## src/rtl/fetch.sv

```systemverilog
// Instruction-fetch stage: single-outstanding reads to instruction memory,
// one output slot plus one hold buffer toward decode, redirect squashing.
module fetch #(
  parameter logic [31:0] RESET_PC = 32'h80020000
) (
  input  logic        clk,
  input  logic        rst_n,
  input  logic        stall,
  input  logic        redirect,
  input  logic [31:0] redirect_pc,
  output logic        im_req,
  output logic [31:0] im_addr,
  input  logic        im_gnt,
  input  logic        im_rvalid,
  input  logic [31:0] im_rdata,
  output logic [31:0] insn,
  output logic [31:0] pc,
  output logic        valid_insn
);

  typedef enum logic [2:0] {IDLE, REQ, WAIT, DROP, HOLD} state_t;

  state_t      state, state_nxt;
  logic [31:0] fetch_pc, fetch_pc_nxt;
  logic [31:0] insn_nxt, pc_nxt;
  logic        valid_nxt;
  logic [31:0] hold_insn, hold_insn_nxt;
  logic [31:0] hold_pc, hold_pc_nxt;
  logic [31:0] redirect_target;
  logic [31:0] pc_plus4;
  logic        consume;

  assign redirect_target = {redirect_pc[31:2], 2'b00};
  assign pc_plus4        = fetch_pc + 32'd4;
  assign consume         = valid_insn & ~stall;

  assign im_req  = (state == REQ);
  assign im_addr = fetch_pc;

  always_ff @(posedge clk or negedge rst_n) begin
    if (!rst_n) begin
      state      <= IDLE;
      fetch_pc   <= RESET_PC;
      insn       <= 32'd0;
      pc         <= 32'd0;
      valid_insn <= 1'b0;
      hold_insn  <= 32'd0;
      hold_pc    <= 32'd0;
    end else begin
      state      <= state_nxt;
      fetch_pc   <= fetch_pc_nxt;
      insn       <= insn_nxt;
      pc         <= pc_nxt;
      valid_insn <= valid_nxt;
      hold_insn  <= hold_insn_nxt;
      hold_pc    <= hold_pc_nxt;
    end
  end

  // The hold buffer is full exactly while in HOLD, so leaving HOLD empties it.
  always_comb begin
    state_nxt     = state;
    fetch_pc_nxt  = fetch_pc;
    insn_nxt      = insn;
    pc_nxt        = pc;
    valid_nxt     = valid_insn & ~consume;
    hold_insn_nxt = hold_insn;
    hold_pc_nxt   = hold_pc;

    if (redirect) begin
      valid_nxt    = 1'b0;
      fetch_pc_nxt = redirect_target;
      unique case (state)
        REQ:     state_nxt = im_gnt ? DROP : REQ;
        WAIT:    state_nxt = im_rvalid ? REQ : DROP;
        DROP:    state_nxt = im_rvalid ? REQ : DROP;
        default: state_nxt = REQ;
      endcase
    end else begin
      unique case (state)
        IDLE: state_nxt = REQ;
        REQ: begin
          if (im_gnt) state_nxt = WAIT;
        end
        WAIT: begin
          if (im_rvalid) begin
            if (!valid_insn || !stall) begin
              insn_nxt     = im_rdata;
              pc_nxt       = fetch_pc;
              valid_nxt    = 1'b1;
              fetch_pc_nxt = pc_plus4;
              state_nxt    = REQ;
            end else begin
              hold_insn_nxt = im_rdata;
              hold_pc_nxt   = fetch_pc;
              state_nxt     = HOLD;
            end
          end
        end
        DROP: begin
          if (im_rvalid) state_nxt = REQ;
        end
        HOLD: begin
          if (!stall) begin
            insn_nxt     = hold_insn;
            pc_nxt       = hold_pc;
            valid_nxt    = 1'b1;
            fetch_pc_nxt = pc_plus4;
            state_nxt    = REQ;
          end
        end
        default: state_nxt = IDLE;
      endcase
    end
  end

endmodule

```

## config.mk

```make
export PLATFORM = sky130hd
export DESIGN_NAME = fetch
export DESIGN_NICKNAME = d
export VERILOG_FILES = /design/src/rtl/fetch.sv
export SDC_FILE = /design/constraint.sdc
export NUM_CORES = 1
export LEC_CHECK = 0
export ABC_AREA = 1
export CORE_UTILIZATION = 35
export CTS_BUF_LIST = sky130_fd_sc_hd__clkbuf_8
export CTS_CLUSTER_SIZE = 12
export DETAILED_ROUTE_END_ITERATION = 7
export SETUP_SLACK_MARGIN = 0.05
export SLEW_MARGIN = 20
export SYNTH_ARGS = -nofsm -noshare
export SYNTH_HDL_FRONTEND = slang
export SYNTH_SLANG_ARGS = --single-unit
```

## constraint.sdc

```tcl
create_clock -name clk -period 1.6 [get_ports clk]
set_input_delay 0.24 -clock clk [delete_from_list [all_inputs] [get_ports clk]]
set_output_delay 0.24 -clock clk [all_outputs]
set_load 0.05 [all_outputs]
```

; ---- Word-level counts from Yosys, hierarchy flattened
; Index checks and enable logic that the tools add are counted.
[totals]
register_bits = 164
latchBits = 0
mem_bits_rw = 0
romBits = 0
inputBits = 70
output_inout_bits = 98
elab_cells = 65
n_memories = 0
[op_classes]
addsub = 1
n_mul = 0
div = 0
order_cmp = 0
eq_ne = 12
shifts = 0
n_mux = 28
bitwise_logic = 6
reduce_logical = 11
[ops]
columns = operator, count
row1 = 32-bit 2-to-1 mux, 10
row2 = 32-bit one-hot mux with 2 select lines, 3
row3 = 32-bit by 3-bit adder with 32-bit output (second input constant), 1
row4 = 3-bit 2-to-1 mux, 6
row5 = 3-bit one-hot mux with 5 select lines, 1
row6 = 3-bit != test (second input constant), 4
row7 = 4-bit AND reduction, 3
row8 = 3-bit by 2-bit == test with 1-bit output (second input constant), 2
row9 = 2-bit != test (second input constant), 3
row10 = 5-bit AND reduction, 1
row11 = 1-bit 2-to-1 mux, 4
row12 = 2-bit 2-to-1 mux, 2
row13 = 1-bit inverter, 4
row14 = 2-bit one-hot mux with 2 select lines, 1
row15 = 3-bit by 1-bit == test with 1-bit output (second input constant), 1
row16 = 3-bit == test (second input constant), 1
row17 = 3-bit zero test, 1
row18 = 3-bit by 2-bit != test with 1-bit output (second input constant), 1
row19 = 3-bit nonzero test, 1
row20 = 1-bit bitwise AND, 2
row21 = 1-bit zero test, 2
row22 = 1-bit one-hot mux with 2 select lines, 1
row23 = 2-bit nonzero test, 1
row24 = 2-bit OR reduction, 1
row25 = 1-bit logical OR, 1

; ---- Logic depth before layout (Yosys ltp)
; Gate-level depths: netlist of run 1.
[logic_depth]
depth_word = 8
mapped_depth = 10
mapped_depth_nobuf = 10

; ---- Worst setup path before layout of run 1
; Ideal clock, no wire load.
[synth_timing]
kind = register to register
startpoint = register fetch_pc[3] (netlist: im_addr[3])
endpoint = register fetch_pc[20] (netlist: im_addr[20])
setup_time_ns = 0.118
arrival_time_ns = 1.799
required_ns = 1.482
path_slack_ns = -0.318
stages_incl_launch_ff = 11
n_path_buf = 0
period_less_slack_ns = 1.918
path_cell_list = dfrtp_1 -> ha_1 -> nand2_1 -> nor2_1 -> nand2_1 -> nor2_1 -> nand3_1 -> nand2_1 -> nand2_1 -> nand2_1 -> nand2_1
[synth_between]
elab_chain_len = 5
elab_cells_between_ends = 6
cone_classes = add/sub (1) / mux (5)
[synth_rtl]
columns = item, line
row1 = from (decl), 24  ; logic [31:0] fetch_pc, fetch_pc_nxt;
row2 = from (signal assigned), 51  ; fetch_pc <= fetch_pc_nxt;
row3 = 32-bit by 3-bit adder with 32-bit output *, 34  ; assign pc_plus4 = fetch_pc + 32'd4;
row4 = 32-bit 2-to-1 mux, 87  ; if (!valid_insn || !stall) begin
row5 = 32-bit 2-to-1 mux, 86  ; if (im_rvalid) begin
row6 = 32-bit one-hot mux with 2 select lines *, 80  ; unique case (state)
row7 = 32-bit 2-to-1 mux *, 70  ; if (redirect) begin
; Every way passes the cells marked *; elsewhere a longest branch is shown, timed or not. The select of a mux whose other input is x is not followed.
; A chain may end at the register's enable or synchronous reset.

; ---- Worst setup path in the final report of run 1
[layout_timing]
startpoint = register state[0]
endpoint = register fetch_pc[21] (netlist: im_addr[21])
[layout_between]
elab_chain_len = 3
elab_cells_between_ends = 9
cone_classes = eq/ne (5) / mux (2) / reduce/logical (2)
[layout_rtl]
columns = item, line
row1 = from (decl), 23  ; state_t state, state_nxt;
row2 = from (signal assigned), 50  ; state <= state_nxt;
row3 = 3-bit by 2-bit == test with 1-bit output / 3-bit == test (equally long branches), 80
row4 = 3-bit != test (no source line) (tied with other cells), n/a
row5 = 4-bit AND reduction (no source line) / 32-bit 2-to-1 mux (equally long branches), n/a
; Parallel ways exist; a longest one is shown, timed or not.

==> impl_metrics.csv, run 1 <==
group,metric,value,unit
pwr,clkPwrFrac,18.0,%
route,via_per_inst,4.69,
logic_synthesis,post-synth-top-area-fraction,47.2,%
pwr,p_seq_share,33.4,%
logic_synthesis,seq_area_frac_synth,47.8,%
sta,fin_crit,1640,ps
worst_setup_path,rr_worst_depth,10,
layout,drive_gt1_share,28.7,%
route,vias,7629,
pwr,swShare,46.6,%
clock_network,clkLatencyLatePin,460,ps
route,wl,23300,µm
pwr,internal_power,9.35,mW
floorplanning,rows,55,
sta,slew_viol_final,0,
job,cap_viol_max_count,0,
hold_path,hp-class,"in -> async",
grt,grt_pass1_wl,36400,µm
worst_setup_path,critPathKind,"reg -> reg",
logic_synthesis,synth_cell_type_count,34,
pwr,p_per_area,1530,nW/µm²
logic_synthesis,syn_area,8270,µm²
place,place_area,10600,µm²
clock_network,cts_htree_levels,4,
sta,rsz0062_at_grt,"yes",
worst_setup_path,slowest_delay,440,ps
grt,grtUsageTotal,19.2,%
place,pre_cts_ws,-279,ps
worst_setup_path,cp.arrival,1990,ps
worst_setup_path,crit_family,"buffers and inverters",
logic_synthesis,yosysTopAreaCell,"dfrtp_1",
layout,seq_area,3980,µm²
clock_network,cts_made_buffers,17,
pwr,peakVddDrop,754,µV
grt,grt_max_degree,59,
worst_setup_path,startpoint_type,"flip-flop",
worst_setup_path,crit_path_end_kind,"flip-flop",
grt,met2_usage,31.0,%
worst_setup_path,path_buf_inv,4,
place,port_buffers,161,
floorplanning,dieWidth,156,µm
pwr,leakagePower,5.65,nW
sta,finalSetupTns,-84.0,ps
sta,period_share,102,%
outcome,violations,"setup timing",
floorplanning,io_pins,168,
sta,hold_viol,0,
layout,fillCellCount,2269,
route,wl_per_cell,14.3,µm
clock_network,clock-sinks,158,
logic_synthesis,syn_area_per_cell,7.52,µm²
worst_setup_path,path_cells,"nor3_2, buf_4, nand2_4, buf_6, nand4_4, buf_12, clkbuf_16, nor2_2, nand2_1, nand2_1",
logic_synthesis,synth_edf_count,0,
route,firstDrtPassIters,5,
clock_network,clk_path_buf_depth,2,
logic_synthesis,ys_ff_latch,158,
logic_synthesis,syn_inst,1101,
place,dpl.hpwl,16200,µm
sta,fmax,611,MHz
logic_synthesis,yosysWarnings,0,
sta,hold-worst-slack,254,ps
clock_network,ctsRootBufferMaster,"clkbuf_8",
worst_setup_path,cp.required,1950,ps
floorplanning,die_area,24300,µm²
grt,met1_usage,26.8,%
floorplanning,die_y,156,µm
layout,syn2layout_area_growth,38.3,%
route,drt_iter0_markers,442,
pwr,p_sw,8.14,mW
grt,overflow,0,
floorplanning,coreArea,22900,µm²
grt,grt-busiest-layer,"met2",
route,remaining_drc_errors,0,
logic_synthesis,async_flop_share,100,%
pwr,comb_power_share,48.6,%
sta,fin_skew,20.9,ps
worst_setup_path,crit_slowest_cell,"dfrtp_1",
worst_setup_path,cpMostUsedCell,"nand2_1",
layout,design_area,11400,µm²
sta,finalSetupViolCount,4,
clock_network,cts_tree,"built",
logic_synthesis,yosys_most_used_dff,"dfrtp_1",
place,gp_congestion,0.888,
clock_network,clkTransAtPathRegs,90,ps
grt,antenna_found_initial,0,
logic_synthesis,ys_top_cells_by_area,"dfrtp_1, nand2_1, o21ai_0",
floorplanning,start_util,36.1,%
route,ant_nets,0,
pwr,p_total,17.5,mW
grt,grtUsageMet3,3.28,%
outcome,outcome,"complete, but fails checks",
worst_setup_path,path_depth,10,
layout,multi_input_area,3930,µm²
layout,n_antenna_cell,0,
worst_setup_path,critPathMaxFanout,6,
sta,timing.final.ws_setup,-36.3,ps
layout,fin_nets,1373,
grt,grt_pass1_vias,7059,
-- through the flow --
| step | cells | utilization (%) |
|---|---|---|
| CTS | 1618 | 48.4 |
| detailed placement | 1581 | 46.1 |
| floorplan | 1104 | - |
| finish | 1628 | 49.9 |
| global route | 1628 | 49.9 |
| global placement | 1581 | 46.1 |
-- power by group through the flow --
stage	logic, mW	clock network (mW)	registers [mW]
after CTS	8.26	3.21	5.85
after global placement	8.11	0	5.92
final	8.50	3.14	5.85
after detailed placement	8.18	0	5.92
after floorplan	1.90	0	9.07
after global routing	9.06	3.38	5.99
-- registers in the layout, summed over array words and instances (netlist names) --
register / cells
insn: 32
state: 3
im_addr: 30
valid_insn: 1
pc: 30
hold_pc: 30
hold_insn: 32
-- what timing repair did --
item / CTS / global route
hold buffers: 1 / 0
cloned: 0 / 6
endpoints found under the hold margin: 27 / 0
setup endpoints to repair: 80 / 144
gates resized for setup: 20 / 77
pin swaps: 5 / 22
buffers inserted: 4 / 4
-- kinds of logic (layout without fill, tap and decap cells) --
kind of cell / after synthesis / in the layout / synth area share (%)
adders and majority gates: 1 / 1 / 0.151
DFF: 158 / 158 / 47.8
AOI/OAI and AO/OA: 217 / 217 / 13.4
and+or+nand+nor: 579 / 579 / 30.1
buffers and inverters: 144 / 355 / 8.39
xor gates and xnor gates: 1 / 1 / 0.106
other: 1 / 4 / 0.0453
-- path summary, 6_finish.rpt --
path | startpoint | endpoint | slack [ps]
worst min-delay path | rst_n | hold_insn[4]$_DFFE_PN0P_ | 250
worst min register to register | hold_pc[16]$_DFFE_PN0P_ | hold_pc[16]$_DFFE_PN0P_ | 490
worst max-delay path | state[0]$_DFFE_PN0P_ | im_addr[21]$_DFFE_PN0P_ | -40
max in group asynchronous | rst_n | hold_insn[10]$_DFFE_PN0P_ | 690
worst max register to register | state[0]$_DFFE_PN0P_ | im_addr[21]$_DFFE_PN0P_ | -40
min in group clk | im_rdata[28] | hold_insn[28]$_DFFE_PN0P_ | 350
-- synth_stat cells, drive strengths merged (2+ instances only) --
master,instances
inv,84
nand4,2
a31oi,2
dfstp,2
clkbuf,24
or2,3
nand3,43
dfrtp,156
buf,36
nor3,3
o211ai,3
nand2,413
o21ai,180
nor2,114
a21oi,31
-- layout make-up --
class                           count  share of cell area [%]
Timing Repair Buffer              239                    21.1
Sequential cell                   158                    34.8
Clock buffer                       20                    2.41
Inverter                           84                    2.80
Multi-Input combinational cell    802                    34.3
Tap cell                          313                    3.42
Clock inverter                     12                    1.18
-- layer usage --
| metal | part of all wire [%] | vias up |
|---|---|---|
| li1 | - | 3875 |
| met2 | 47 | 187 |
| met1 | 48 | 3550 |
| met4 | 0.80 | 0 |
| met5 | 0 | - |
| met3 | 4.3 | 17 |
-- placed cells by master (no fill, tap or decap), types with 2 or more instances in the layout --
| cell | n |
|---|---|
| nor2_2 | 30 |
| clkbuf_8 | 20 |
| clkbuf_16 | 3 |
| nand3_2 | 4 |
| o211ai_1 | 2 |
| nand3_1 | 38 |
| nor3_1 | 2 |
| inv_2 | 4 |
| inv_1 | 78 |
| buf_8 | 3 |
| inv_6 | 2 |
| buf_4 | 132 |
| conb_1 | 4 |
| nand2_1 | 319 |
| nor2_1 | 75 |
| dfstp_2 | 2 |
| bufinv_16 | 2 |
| dfrtp_1 | 135 |
| buf_12 | 28 |
| nor2_4 | 8 |
| buf_6 | 6 |
| nand2_4 | 16 |
| o21ai_1 | 39 |
| inv_4 | 2 |
| clkinvlp_4 | 3 |
| o21ai_0 | 140 |
| a31oi_1 | 2 |
| nand2_2 | 78 |
| dfrtp_2 | 21 |
| or2_2 | 3 |
| clkinv_4 | 3 |
| clkdlybuf4s50_1 | 66 |
| a21oi_1 | 31 |
(Power assumes the default switching activity.)
==> run 2, diff against run 1 <==
--- a/config.mk
+++ b/config.mk
@@ -7,5 +7,5 @@
 export LEC_CHECK = 0
 export ABC_AREA = 1
-export CORE_UTILIZATION = 35
+export CORE_UTILIZATION = 27
 export CTS_BUF_LIST = sky130_fd_sc_hd__clkbuf_8
 export CTS_CLUSTER_SIZE = 12
==> constraint.sdc (replaced) <==
create_clock -name clk -period 1.6 [get_ports clk]
set_input_delay 0.4 -clock clk [delete_from_list [all_inputs] [get_ports clk]]
set_output_delay 0.4 -clock clk [all_outputs]
set_load 0.05 [all_outputs]
==> impl_metrics.csv, run 2 (synthesis results as in run 1) <==
group,metric,value,unit
layout,layout_commonest_cell,"nand2_1",
route,wl_met2,12700,µm
sta,rsz0062_at_grt,"yes",
pwr,p_per_area,1590,nW/µm²
floorplanning,io_pins,168,
grt,grt_pass1_vias,7409,
layout,most-common-layout-cells,"nand2_1, o21ai_0, dfrtp_1",
floorplanning,coreArea,29900,µm²
route,vias,8012,
grt,antenna_found_initial,0,
pwr,swShare,42.3,%
route,via_per_inst,4.61,
route,top_layer_used,"met4",
hold_path,hp-class,"in -> async",
place,dpl.hpwl,17500,µm
floorplanning,start_util,27.7,%
pwr,peakVddDrop,636,µV
sta,finalSetupViolCount,80,
clock_network,clock-sinks,158,
worst_setup_path,crit_slowest_cell,"dfrtp_1",
route,ant_nets,0,
grt,grtUsageTotal,16.0,%
job,cap_viol_max_count,0,
place,pre_cts_ws,-345,ps
sta,slew_viol_final,0,
sta,finalSetupTns,-2760,ps
layout,top_regs,"hold_insn (32), insn (32)",
pwr,p_sw,8.78,mW
grt,grt_pass1_wl,39300,µm
sta,period_share,104,%
layout,syn2layout_area_growth,58.3,%
grt,overflow,0,
route,firstDrtPassIters,5,
worst_setup_path,crit_path_end_kind,"flip-flop",
route,wl_per_cell,15.1,µm
route,wl_met1,11800,µm
layout,drive_gt1_share,32.4,%
place,gp_congestion,0.853,
clock_network,clkTransAtPathRegs,100,ps
floorplanning,die_area,31300,µm²
clock_network,cts_tree,"built",
pwr,leakagePower,6.08,nW
sta,hold_viol,0,
clock_network,clk_path_buf_depth,2,
clock_network,ctsRootBufferMaster,"clkbuf_8",
worst_setup_path,cp.required,1990,ps
floorplanning,die_y,177,µm
worst_setup_path,cp.arrival,2060,ps
worst_setup_path,critPathMaxFanout,19,
route,wl,26200,µm
sta,fmax,598,MHz
sta,hold-worst-slack,388,ps
place,port_buffers,161,
clock_network,clkLatencyLatePin,450,ps
layout,fin_nets,1406,
worst_setup_path,critPathKind,"reg -> reg",
worst_setup_path,path_cells,"buf_4, nor2_4, nand2_8, nand3_2, buf_4, nand4_4, buf_12, nor2_1, nand2_1, nand2_1",
layout,n_antenna_cell,0,
outcome,violations,"setup timing",
route,wl_met3,1410,µm
worst_setup_path,startpoint_type,"flip-flop",
sta,fin_skew,15.2,ps
floorplanning,dieWidth,177,µm
outcome,outcome,"complete, but fails checks",
clock_network,cts_made_buffers,17,
route,remaining_drc_errors,0,
pwr,comb_power_share,53.5,%
route,drt_iter0_markers,667,
sta,timing.final.ws_setup,-71.2,ps
pwr,clkPwrFrac,16.4,%
clock_network,cts_htree_levels,4,
pwr,internal_power,12.0,mW
worst_setup_path,slowest_delay,410,ps
pwr,p_seq_share,30.1,%
floorplanning,rows,63,
grt,grt_max_degree,68,
sta,fin_crit,1670,ps
run 2: layout make-up:
type,instances,area [µm²]
sequential,158,3990
clock buffer,19,262
fill,2890,16800
tap,390,488
timing repair buffer,272,3800
multi-input combinational,802,4050
clock inverter,12,183
inverter,84,318
run 2: metrics by stage:
step           power (mW)  cells  area, µm²  utilization (%)
2_1_floorplan        11.0   1104       8370                -
3_3_place_gp         16.8   1662      11700             39.2
3_5_place_dp         16.9   1662      11700             39.2
4_1_cts              20.7   1717      12400             41.6
5_1_grt              21.8   1737      13100             43.8
6_report             20.8   1737      13100             43.8
run 2: repair_timing:
action,in CTS,in global routing
hold buffers,1,0
gates cloned,0,11
buffers inserted,24,9
endpoints found under the setup margin,110,160
gates resized for setup,29,109
pin swaps,2,7
endpoints found under the hold margin,18,0
run 2: final timing paths:
check / start / to / slack, ps / depth (start not counted)
max: state[1]$_DFFE_PN0P_ / im_addr[23]$_DFFE_PN0P_ / -70 / 10
min: rst_n / insn[27]$_DFFE_PN0P_ / 390 / 2
max reg2reg: state[1]$_DFFE_PN0P_ / im_addr[23]$_DFFE_PN0P_ / -70 / 10
min reg2reg: hold_pc[8]$_DFFE_PN0P_ / hold_pc[8]$_DFFE_PN0P_ / 490 / 2
max in group asynchronous: rst_n / im_addr[25]$_DFFE_PN0P_ / 530 / 3
min in group clk: hold_pc[8]$_DFFE_PN0P_ / hold_pc[8]$_DFFE_PN0P_ / 490 / 2
run 2: worst max-delay path, delay by kind of cell, from the launching register on:
kind | cells | cell delay, ps
flops | 1 | 410
simple gates | 7 | 700
buf+inv | 3 | 490
run 2: power groups by stage:
| stage | Clock, mW | Sequential, mW | Combinational, mW |
|---|---|---|---|
| 5_1_grt | 3.68 | 6.41 | 11.7 |
| 3_3_place_gp | 0 | 6.33 | 10.4 |
| 2_1_floorplan | 0 | 9.07 | 1.90 |
| 3_5_place_dp | 0 | 6.37 | 10.5 |
| 6_report | 3.41 | 6.26 | 11.1 |
| 4_1_cts | 3.51 | 6.27 | 10.9 |
run 2: metal layers:
metal / global-route usage, % / vias up
li1: - / 3942
met1: 22.2 / 3816
met2: 25.5 / 229
met3: 3.22 / 25
met4: 3.52 / 0
met5: 0 / -
==> run 3, diff against run 2 <==
CORE_MARGIN = 2   (was default)
PLACE_DENSITY = 0.57   (was default)
==> impl_metrics.csv, run 3 (synthesis results as in run 1) <==
group,metric,value,unit
floorplanning,coreArea,30300,µm²
sta,finalSetupViolCount,128,
floorplanning,die_y,179,µm
layout,n_antenna_cell,0,
clock_network,ctsRootBufferMaster,"clkbuf_8",
floorplanning,dieWidth,179,µm
sta,rsz0062_at_grt,"yes",
grt,overflow,0,
floorplanning,die_area,32100,µm²
layout,drive_gt1_share,39.3,%
sta,hold_viol,0,
clock_network,clkLatencyLatePin,470,ps
layout,fin_nets,1447,
route,remaining_drc_errors,0,
clock_network,cts_made_buffers,17,
grt,grt_pass1_vias,7776,
clock_network,clock-sinks,158,
place,dp.cells,1671,
job,cap_viol_max_count,0,
floorplanning,io_pins,168,
worst_setup_path,startpoint_type,"flip-flop",
grt,grt_pass1_wl,41200,µm
place,port_buffers,161,
grt,antenna_found_initial,0,
worst_setup_path,cp.arrival,2080,ps
sta,slew_viol_final,0,
pwr,peakVddDrop,710,µV
grt,grt_max_degree,68,
layout,fillCellCount,2838,
layout,stdcell_count,1785,
worst_setup_path,critPathKind,"reg -> reg",
layout,top_regs,"hold_insn (32), insn (32)",
place,gp_congestion,0.899,
sta,fin_crit,1740,ps
floorplanning,start_util,27.3,%
worst_setup_path,cp.required,1940,ps
layout,design_area,14200,µm²
clock_network,cts_tree,"built",
worst_setup_path,critPathMaxFanout,9,
sta,period_share,109,%
place,place_area,11800,µm²
place,dpl.hpwl,17700,µm
clock_network,clkTransAtPathRegs,90,ps
pwr,leakagePower,6.64,nW
layout,most-common-layout-cells,"nand2_1, o21ai_0, dfrtp_1",
layout,multi_input_area,4460,µm²
clock_network,cts_htree_levels,4,
route,firstDrtPassIters,5,
grt,grtUsageTotal,16.7,%
layout,seq_area,3990,µm²
route,vias,8193,
sta,fin_skew,16.7,ps
route,wl_per_cell,15.6,µm
clock_network,clk_path_buf_depth,2,
outcome,outcome,"complete, but fails checks",
route,via_per_inst,4.59,
hold_path,hp-class,"in -> async",
route,drt_iter0_markers,544,
pwr,p_per_area,1500,nW/µm²
layout,syn2layout_area_growth,71.8,%
route,ant_nets,0,
layout,layout_commonest_cell,"nand2_1",
sta,fmax,576,MHz
route,wl,27900,µm
sta,timing.final.ws_setup,-137,ps
pwr,p_total,21.4,mW
worst_setup_path,crit_path_end_kind,"flip-flop",
outcome,violations,"setup timing",
worst_setup_path,rr_worst_depth,10,
floorplanning,rows,64,
==> run 3: changes by cell type in the layout (fill, tap and decap cells not counted), moves of 11 or more <==
cell and change:
nand2_4 +26, buf_12 +11, a21oi_1 -21, nor2_2 -30, o21ai_2 +18, nand2_1 -51
a21oi_2 +20, nor2_1 +20, nand2_2 +26, buf_6 +11
==> run 3: critical path: stages, from the launching register on <==
cell,delay (ps)
dfrtp_1,390
inv_2,70
buf_12,130
nor3_4,190
buf_6,150
nand3_4,100
buf_12,190
buf_12,140
buf_12,140
nor2_4,80
a21oi_2,40
==> run 3: path summary, 6_finish.rpt <==
kind | start | end | slack, ps
setup / recovery | state[1]$_DFFE_PN0P_ | hold_insn[11]$_DFFE_PN0P_ | -140
min in group clk | hold_pc[20]$_DFFE_PN0P_ | hold_pc[20]$_DFFE_PN0P_ | 500
hold reg to reg | hold_pc[20]$_DFFE_PN0P_ | hold_pc[20]$_DFFE_PN0P_ | 500
setup reg to reg | state[1]$_DFFE_PN0P_ | hold_insn[11]$_DFFE_PN0P_ | -140
hold / removal | rst_n | hold_insn[21]$_DFFE_PN0P_ | 400
max in group asynchronous | rst_n | pc[21]$_DFFE_PN0P_ | 580
==> run 3: report_power, final <==
group	switching (mW)	total, mW	internal, mW	leakage [nW]
registers	1.17	6.23	5.06	1.88
clock network	1.64	3.51	1.86	0.237
logic	6.16	11.6	5.45	4.52
total	8.97	21.4	12.4	6.64
==> run 3: layer usage <==
layer | vias to the layer above | track usage [%] | share of wire (%) | routed length (µm)
li1 | 4038 | - | - | -
met1 | 3901 | 22.4 | 45 | 12500
met2 | 215 | 27.2 | 48 | 13500
met3 | 39 | 3.27 | 4.8 | 1350
met4 | 0 | 4.84 | 1.9 | 519
met5 | - | 0 | 0 | 0
==> run 3: per-stage QoR <==
step	TNS (ps)	utilization [%]	hold WS, ps	setup slack, ps
after floorplan	0	-	104	22.6
after global placement	-49060	38.7	301	-425
after detailed placement	-51260	38.7	300	-468
after CTS	-6560	43.1	378	-130
after global routing	-19330	46.8	403	-211
final	-10290	46.8	398	-137
==> run 3: repair_timing <==
item / in CTS / in global routing
setup buffers: 37 / 24
hold buffers: 1 / 0
gates resized for setup: 87 / 203
gates cloned: 8 / 12
endpoints found under the hold margin: 25 / 0
endpoints found under the setup margin: 98 / 186
pin swaps: 12 / 24
==> run 3: layout make-up <==
class / instances / share of cell area (%)
Clock buffer: 17 / 1.65
Sequential cell: 158 / 28.1
Multi-Input combinational cell: 802 / 31.4
Clock inverter: 15 / 1.55
Tap cell: 396 / 3.49
Inverter: 84 / 2.26
Timing Repair Buffer: 313 / 31.6
